===== src/rtl/cjb_alu_ctrl_defs.sv =====
// Shared definitions for the ALU sequencing controller: widths, FSM encodings,
// CNVZ bit positions and function-group codes.
package cjb_alu_ctrl_defs;

    localparam int DATA_W = 8;
    localparam int RA_W   = 2;

    typedef enum logic [1:0] {
        ST_IDLE = 2'b00,
        ST_EXEC = 2'b01,
        ST_DONE = 2'b10
    } state_e;

    localparam int CNVZ_C = 3;
    localparam int CNVZ_N = 2;
    localparam int CNVZ_V = 1;
    localparam int CNVZ_Z = 0;

    localparam logic [1:0] GRP_ARITH = 2'b00;
    localparam logic [1:0] GRP_LOGIC = 2'b01;
    localparam logic [1:0] GRP_SHIFT = 2'b10;
    localparam logic [1:0] GRP_CONST = 2'b11;

    function automatic logic [1:0] func_group(input logic [3:0] func);
        return func[3:2];
    endfunction

endpackage


===== src/rtl/cjb_alu_ctrl_v_if.sv =====
// Bus bundle between the instruction source / ALU side and the controller.
interface cjb_alu_ctrl_v_if;
    import cjb_alu_ctrl_defs::*;

    logic              Instr_Valid;
    logic              Instr_Ready;
    logic [3:0]        Instr_Func;
    logic [RA_W-1:0]   Instr_Rd;
    logic [RA_W-1:0]   Instr_Rx;
    logic [RA_W-1:0]   Instr_Ry;
    logic [1:0]        Instr_K;
    logic              Reg_Load;
    logic [RA_W-1:0]   Reg_Load_Sel;
    logic [DATA_W-1:0] Reg_Load_Data;
    logic [RA_W-1:0]   Reg_Rd_Sel;
    logic [DATA_W-1:0] Reg_Rd_Data;
    logic [3:0]        Func_Sel;
    logic [DATA_W-1:0] Operand_X;
    logic [DATA_W-1:0] Operand_Y;
    logic [1:0]        Const_K;
    logic              cin;
    logic [DATA_W-1:0] ALU_Result;
    logic [3:0]        ALU_CNVZ;
    logic              Done_Valid;
    logic [DATA_W-1:0] Done_Result;
    logic [3:0]        Status_CNVZ;

    modport slave (
        input  Instr_Valid, Instr_Func, Instr_Rd, Instr_Rx, Instr_Ry, Instr_K,
        input  Reg_Load, Reg_Load_Sel, Reg_Load_Data, Reg_Rd_Sel,
        input  ALU_Result, ALU_CNVZ,
        output Instr_Ready, Reg_Rd_Data, Func_Sel, Operand_X, Operand_Y,
        output Const_K, cin, Done_Valid, Done_Result, Status_CNVZ
    );

    modport master (
        output Instr_Valid, Instr_Func, Instr_Rd, Instr_Rx, Instr_Ry, Instr_K,
        output Reg_Load, Reg_Load_Sel, Reg_Load_Data, Reg_Rd_Sel,
        output ALU_Result, ALU_CNVZ,
        input  Instr_Ready, Reg_Rd_Data, Func_Sel, Operand_X, Operand_Y,
        input  Const_K, cin, Done_Valid, Done_Result, Status_CNVZ
    );

endinterface


===== src/rtl/cjb_regfile4x8_v.sv =====
// 4x8 register file: three combinational read ports, one synchronous write port.
module cjb_regfile4x8_v
    import cjb_alu_ctrl_defs::*;
(
    input  logic              Clock,
    input  logic              Reset,
    input  logic              we_i,
    input  logic [RA_W-1:0]   waddr_i,
    input  logic [DATA_W-1:0] wdata_i,
    input  logic [RA_W-1:0]   rx_sel_i,
    input  logic [RA_W-1:0]   ry_sel_i,
    input  logic [RA_W-1:0]   dbg_sel_i,
    output logic [DATA_W-1:0] rx_data_o,
    output logic [DATA_W-1:0] ry_data_o,
    output logic [DATA_W-1:0] dbg_data_o
);

    logic [DATA_W-1:0] regs_q [4];

    always_ff @(posedge Clock) begin
        if (Reset) begin
            for (int i = 0; i < 4; i++) regs_q[i] <= '0;
        end else if (we_i) begin
            regs_q[waddr_i] <= wdata_i;
        end
    end

    assign rx_data_o  = regs_q[rx_sel_i];
    assign ry_data_o  = regs_q[ry_sel_i];
    assign dbg_data_o = regs_q[dbg_sel_i];

endmodule


===== src/rtl/cjb_alu_ctrl_v.sv =====
// Sequencing controller for the 8-bit combinational ALU: accept, execute for one
// cycle, write result and flags back, pulse done.
//   state | meaning
//   IDLE  | ready for an instruction; operands captured on acceptance
//   EXEC  | ALU inputs held; result and flags written at the closing edge
//   DONE  | Done_Valid pulse; back to IDLE next
module cjb_alu_ctrl_v
    import cjb_alu_ctrl_defs::*;
(
    input  logic               Clock,
    input  logic               Reset,
    cjb_alu_ctrl_v_if.slave    bus
);

    state_e            state_q, state_d;
    logic [3:0]        func_sel_q;
    logic [DATA_W-1:0] operand_x_q;
    logic [DATA_W-1:0] operand_y_q;
    logic [1:0]        const_k_q;
    logic [RA_W-1:0]   rd_q;
    logic [3:0]        status_q;
    logic [DATA_W-1:0] done_result_q;

    logic              instr_ready;
    logic              accept;
    logic              done_valid;
    logic              wr_en;
    logic [RA_W-1:0]   wr_addr;
    logic [DATA_W-1:0] wr_data;
    logic [DATA_W-1:0] rx_data;
    logic [DATA_W-1:0] ry_data;

    cjb_regfile4x8_v u_regfile (
        .Clock      (Clock),
        .Reset      (Reset),
        .we_i       (wr_en),
        .waddr_i    (wr_addr),
        .wdata_i    (wr_data),
        .rx_sel_i   (bus.Instr_Rx),
        .ry_sel_i   (bus.Instr_Ry),
        .dbg_sel_i  (bus.Reg_Rd_Sel),
        .rx_data_o  (rx_data),
        .ry_data_o  (ry_data),
        .dbg_data_o (bus.Reg_Rd_Data)
    );

    always_ff @(posedge Clock) begin
        if (Reset) begin
            state_q       <= ST_IDLE;
            func_sel_q    <= '0;
            operand_x_q   <= '0;
            operand_y_q   <= '0;
            const_k_q     <= '0;
            rd_q          <= '0;
            status_q      <= '0;
            done_result_q <= '0;
        end else begin
            state_q <= state_d;
            // Read ports see pre-edge contents, so a same-edge load leaves the old operand.
            if (accept) begin
                func_sel_q  <= bus.Instr_Func;
                operand_x_q <= rx_data;
                operand_y_q <= ry_data;
                const_k_q   <= bus.Instr_K;
                rd_q        <= bus.Instr_Rd;
            end
            if (state_q == ST_EXEC) begin
                status_q      <= bus.ALU_CNVZ;
                done_result_q <= bus.ALU_Result;
            end
        end
    end

    always_comb begin
        state_d = ST_IDLE;
        case (state_q)
            ST_IDLE: state_d = accept ? ST_EXEC : ST_IDLE;
            ST_EXEC: state_d = ST_DONE;
            ST_DONE: state_d = ST_IDLE;
            default: state_d = ST_IDLE;
        endcase
    end

    always_comb begin
        instr_ready = (state_q == ST_IDLE) && !Reset;
        accept      = bus.Instr_Valid && instr_ready;
        done_valid  = (state_q == ST_DONE);
        // Single write port: an external load takes it over the writeback.
        wr_en       = 1'b0;
        wr_addr     = rd_q;
        wr_data     = bus.ALU_Result;
        if (bus.Reg_Load) begin
            wr_en   = 1'b1;
            wr_addr = bus.Reg_Load_Sel;
            wr_data = bus.Reg_Load_Data;
        end else if (state_q == ST_EXEC) begin
            wr_en   = 1'b1;
        end
    end

    assign bus.Instr_Ready = instr_ready;
    assign bus.Done_Valid  = done_valid;
    assign bus.Func_Sel    = func_sel_q;
    assign bus.Operand_X   = operand_x_q;
    assign bus.Operand_Y   = operand_y_q;
    assign bus.Const_K     = const_k_q;
    assign bus.cin         = status_q[CNVZ_C];
    assign bus.Done_Result = done_result_q;
    assign bus.Status_CNVZ = status_q;

endmodule


===== src/flat_wrapper.sv =====
// flat-port wrapper written by rule: the top's interface ports become plain ports
module cjb_alu_ctrl_v_flat import cjb_alu_ctrl_defs::*;
  (Clock, Reset, bus_Instr_Valid, bus_Instr_Func, bus_Instr_Rd, bus_Instr_Rx, bus_Instr_Ry, bus_Instr_K, bus_Reg_Load, bus_Reg_Load_Sel, bus_Reg_Load_Data, bus_Reg_Rd_Sel, bus_ALU_Result, bus_ALU_CNVZ, bus_Instr_Ready, bus_Reg_Rd_Data, bus_Func_Sel, bus_Operand_X, bus_Operand_Y, bus_Const_K, bus_cin, bus_Done_Valid, bus_Done_Result, bus_Status_CNVZ);
  cjb_alu_ctrl_v_if bus_i ();
  input  logic Clock;
  input  logic Reset;
  input wire logic [$bits(bus_i.Instr_Valid)-1:0] bus_Instr_Valid;
  input wire logic [$bits(bus_i.Instr_Func)-1:0] bus_Instr_Func;
  input wire logic [$bits(bus_i.Instr_Rd)-1:0] bus_Instr_Rd;
  input wire logic [$bits(bus_i.Instr_Rx)-1:0] bus_Instr_Rx;
  input wire logic [$bits(bus_i.Instr_Ry)-1:0] bus_Instr_Ry;
  input wire logic [$bits(bus_i.Instr_K)-1:0] bus_Instr_K;
  input wire logic [$bits(bus_i.Reg_Load)-1:0] bus_Reg_Load;
  input wire logic [$bits(bus_i.Reg_Load_Sel)-1:0] bus_Reg_Load_Sel;
  input wire logic [$bits(bus_i.Reg_Load_Data)-1:0] bus_Reg_Load_Data;
  input wire logic [$bits(bus_i.Reg_Rd_Sel)-1:0] bus_Reg_Rd_Sel;
  input wire logic [$bits(bus_i.ALU_Result)-1:0] bus_ALU_Result;
  input wire logic [$bits(bus_i.ALU_CNVZ)-1:0] bus_ALU_CNVZ;
  output wire logic [$bits(bus_i.Instr_Ready)-1:0] bus_Instr_Ready;
  output wire logic [$bits(bus_i.Reg_Rd_Data)-1:0] bus_Reg_Rd_Data;
  output wire logic [$bits(bus_i.Func_Sel)-1:0] bus_Func_Sel;
  output wire logic [$bits(bus_i.Operand_X)-1:0] bus_Operand_X;
  output wire logic [$bits(bus_i.Operand_Y)-1:0] bus_Operand_Y;
  output wire logic [$bits(bus_i.Const_K)-1:0] bus_Const_K;
  output wire logic [$bits(bus_i.cin)-1:0] bus_cin;
  output wire logic [$bits(bus_i.Done_Valid)-1:0] bus_Done_Valid;
  output wire logic [$bits(bus_i.Done_Result)-1:0] bus_Done_Result;
  output wire logic [$bits(bus_i.Status_CNVZ)-1:0] bus_Status_CNVZ;
  assign bus_i.Instr_Valid = bus_Instr_Valid;
  assign bus_i.Instr_Func = bus_Instr_Func;
  assign bus_i.Instr_Rd = bus_Instr_Rd;
  assign bus_i.Instr_Rx = bus_Instr_Rx;
  assign bus_i.Instr_Ry = bus_Instr_Ry;
  assign bus_i.Instr_K = bus_Instr_K;
  assign bus_i.Reg_Load = bus_Reg_Load;
  assign bus_i.Reg_Load_Sel = bus_Reg_Load_Sel;
  assign bus_i.Reg_Load_Data = bus_Reg_Load_Data;
  assign bus_i.Reg_Rd_Sel = bus_Reg_Rd_Sel;
  assign bus_i.ALU_Result = bus_ALU_Result;
  assign bus_i.ALU_CNVZ = bus_ALU_CNVZ;
  assign bus_Instr_Ready = bus_i.Instr_Ready;
  assign bus_Reg_Rd_Data = bus_i.Reg_Rd_Data;
  assign bus_Func_Sel = bus_i.Func_Sel;
  assign bus_Operand_X = bus_i.Operand_X;
  assign bus_Operand_Y = bus_i.Operand_Y;
  assign bus_Const_K = bus_i.Const_K;
  assign bus_cin = bus_i.cin;
  assign bus_Done_Valid = bus_i.Done_Valid;
  assign bus_Done_Result = bus_i.Done_Result;
  assign bus_Status_CNVZ = bus_i.Status_CNVZ;
  cjb_alu_ctrl_v u_core (.Clock(Clock), .Reset(Reset), .bus(bus_i));
endmodule

===== config.mk =====
export PLATFORM = sky130hd
export DESIGN_NAME = cjb_alu_ctrl_v_flat
export DESIGN_NICKNAME = d
export VERILOG_FILES = /design/src/rtl/cjb_alu_ctrl_defs.sv /design/src/rtl/cjb_alu_ctrl_v_if.sv /design/src/rtl/cjb_regfile4x8_v.sv /design/src/rtl/cjb_alu_ctrl_v.sv /design/src/flat_wrapper.sv
export SDC_FILE = /design/constraint.sdc
export NUM_CORES = 1
export LEC_CHECK = 0
export ABC_CLOCK_PERIOD_IN_PS = 5300
export CORE_MARGIN = 2
export CORE_UTILIZATION = 52
export DETAILED_ROUTE_END_ITERATION = 6
export PLACE_DENSITY = 0.85
export SETUP_SLACK_MARGIN = 0.05
export SYNTH_ARGS = -nofsm -noshare
export SYNTH_HDL_FRONTEND = slang
export SYNTH_SLANG_ARGS = --single-unit

===== constraint.sdc =====
create_clock -name Clock -period 5.3 [get_ports Clock]
set_clock_uncertainty 0.05 [all_clocks]
set_input_delay 1.06 -clock Clock [delete_from_list [all_inputs] [get_ports Clock]]
set_output_delay 1.06 -clock Clock [all_outputs]
set_load 0.02 [all_outputs]

==> flow_summary.toml <==
[run]
maxCapViolations = 0

[logic_synthesis]
syn_inst = 287
synth_edf_count = 32
seq_area_frac_synth_pct = 53.6
netlist_area_sq_mm = 0.00321
synth-main-ff-cell = "dfxtp_1"
syn_avg_cell_area_sq_um = 11.2
async_flop_share_pct = 0
yosysTopAreaCell = "edfxtp_1"
synth_area_leaders = "edfxtp_1 (30%), dfxtp_1 (24%), mux4_2 (17%)"
synth_top_area_share_pct = 29.9
ys_seq_elements = 70
yosys_warnings = 0
synth.net_count = 327
ys_types = 29

[grt]
grt_pass1_vias = 2317
antenna_found_initial = 0
grt_overflow = 0
grt_max_degree = 41
grt_pass1_wl_um = 10800
grtUsageTotal_pct = 21.4

[timing]
fmax_ghz = 0.242
tightest_slew_ns = 1.13
rsz0062_at_grt = "false"
fin_crit_ns = 4.12
setup-violations-final = 0
relSlewSlack_pct = 24.1
finalHoldViolations = 0
finalSetupTns_ns = 0
drv_slew = 0
timing.final.crit_share_pct = 77.8

[clock_network]
clk_path_buf_depth = 2
htreeDepth = 3
clk_latency_ns = 0.34
cts_hold_buffers = 0
cts_sinks = 70
cts-resized-gates = 0
cts_buffers = 9
cts-root-buf = "clkbuf_8"
cts_tree = "yes"
post-cts-setup-buffers = 0
cts.clk_slew.worst_paths_ns = 0.07

[cells_and_area]
nets = 402
syn2layout_area_growth_pct = 31.1
n_antenna_cell = 0
drive_gt1_share_pct = 12.0

[die]
pin_count = 85
die_h_um = 82.6
core_area_sq_mm = 0.00596
rows = 28
die-width_um = 82.6
start_util_pct = 53.9
dieArea_sq_mm = 0.00682

[place]
place_hpwl_um = 5250
routabilityCongestion = 0.770
io_buffers = 84

[detailed_routing]
initialDrtViolationCount = 159
vias = 2448
route.detailed.drc = 0
routed_wl_um = 7070
via_per_inst = 5.54
wl_per_cell_um = 16.0
first_pass_iters = 4
ant_nets = 0

[worst_hold_path]
whs_endpoint = "u_core.bus.Const_K[0]$_SDFFE_PP0P_"
hold_path_depth = 2
hold_start = "u_core.bus.Const_K[0]$_SDFFE_PP0P_"
hold_class = "flip-flop to flip-flop"

[setup_path]
worstReg2RegStart = "u_core.state_q[0]$_SDFF_PP0_"
r2r-end = "u_core.u_regfile.regs_q[3][2]$_DFFE_PP_"
crit_top_cell = "clkdlybuf4s50_1"
arrival_ns = 3.01
max_stage_delay_ns = 0.81
crit_type = "primary input to output port"
startpoint_type = "primary input"
cp.required_ns = 4.19
end_kind = "output port"
cp_max_fo = 8
r2r_setup_slack_ns = 2.50
worstPathCellList = "clkdlybuf4s50_1, mux4_2, clkdlybuf4s50_1"
r2r_cells = 3
crit_path_top_delay_cell = "clkdlybuf4s50_1"

[power]
pwr-share-clk_pct = 31.5
peakVddDrop_mv = 0.159
combinationalPowerShare_pct = 16.7
p_int_uw = 879
power_frac_seq_pct = 51.7
power_uw = 1190
power_density_mw_per_mm2 = 283
switchingPower_uw = 312
p_leak_uw = 0.00149
switching_share_pct = 26.2

[outcome]
status = "finished clean"
-- per-layer routing --
layer  wire length [um]  track usage (%)  vias to the layer above
met5                  0                0                        -
met4                 51             7.87                        0
met3                512             5.54                        4
met2               3560             36.2                      115
met1               2950             26.6                     1162
li1                   -                -                     1167
-- registers in the layout (all words and copies together), names as in the netlist --
| signal | cells |
|---|---|
| u_core.rd_q | 2 |
| u_core.bus.Status_CNVZ | 4 |
| u_core.bus.Func_Sel | 4 |
| u_core.bus.Operand_Y | 8 |
| u_core.bus.Const_K | 2 |
| u_core.state_q | 2 |
| u_core.u_regfile.regs_q | 32 |
| u_core.bus.Done_Result | 8 |
| u_core.bus.Operand_X | 8 |
-- metrics by stage --
stage	hold WS [ns]	worst slack, ns	cells	utilization [%]	area, sq um
after global placement	0.391	1.19	426	67.7	4030
after global routing	0.426	1.09	442	70.6	4210
after floorplan	0.403	2.30	287	-	3210
after detailed placement	0.397	1.15	426	67.7	4030
after CTS	0.408	1.15	442	70.6	4210
final	0.404	1.18	442	70.6	4210
-- cells by family (layout without fill, tap and decap cells) --
logic type | after synthesis | after routing | share of synthesized area [%]
muxes | 34 | 34 | 20.0
AOI/OAI and AO/OA | 42 | 42 | 7.02
buffers and inverters | 23 | 103 | 4.37
DFF | 70 | 70 | 53.6
and+or+nand+nor | 118 | 118 | 15.0
-- how the worst max path moves through the flow --
stage | startpoint | endpoint | slack [ns] | cells after the start
floorplan | bus_Reg_Rd_Sel[0] | bus_Reg_Rd_Data[0] | 2.30 | 2
global placement | bus_Reg_Rd_Sel[0] | bus_Reg_Rd_Data[6] | 1.19 | 3
detailed placement | bus_Reg_Rd_Sel[0] | bus_Reg_Rd_Data[4] | 1.15 | 3
CTS | bus_Reg_Rd_Sel[0] | bus_Reg_Rd_Data[4] | 1.15 | 3
global route | bus_Reg_Rd_Sel[0] | bus_Reg_Rd_Data[1] | 1.09 | 3
finish | bus_Reg_Rd_Sel[0] | bus_Reg_Rd_Data[4] | 1.18 | 3
-- power groups by stage --
stage                     logic [uW]  registers [uW]  clock network (uW)
after floorplan                  107             634                   0
final                            199             616                 376
after CTS                        201             615                 382
after global routing             216             619                 405
after detailed placement         200             627                   0
after global placement           195             625                   0
-- cell usage in the layout, fill, tap and decap left out --
cell,instances
a21oi_1,35
a21oi_2,1
a22oi_1,1
and3b_1,1
buf_4,1
clkbuf_8,10
clkdlybuf4s50_1,84
clkinv_1,1
clkinv_2,4
clkinv_4,2
clkinv_8,1
dfxtp_1,38
edfxtp_1,32
mux2_2,1
mux2i_1,9
mux4_2,24
nand2_1,75
nand2b_1,1
nor2_1,32
nor2b_1,4
nor3_1,1
nor3b_1,2
nor4b_1,1
o211ai_1,2
o21ai_0,1
o21ai_1,1
o221ai_1,1
or4b_1,1
-- layout make-up --
| class | count | area (sq um) |
|---|---|---|
| fillers | 461 | 1750 |
| clock buffers | 10 | 138 |
| flip-flops and latches | 70 | 1720 |
| multi-input cells | 194 | 1350 |
| clock inverters | 6 | 37.5 |
| repair buffers | 85 | 848 |
| inverters | 2 | 20.0 |
| well taps | 75 | 93.8 |
-- worst max-delay path: cells and delay by family --
family / cells / cell delay [ns]
buffers and inverters: 2 / 1.37
muxes: 1 / 0.59
-- Yosys cell counts, types with 2 or more instances --
cell and n:
nor3b_1 2, buf_8 2, mux2i_1 9, edfxtp_1 32, mux4_2 24, o211ai_1 2, clkbuf_1 7, nor2b_1 4
nand2_1 75, a21oi_1 35, dfxtp_1 38, buf_1 4, buf_2 6, nor2_1 32
Note: power is estimated with default switching activity, not from simulation.
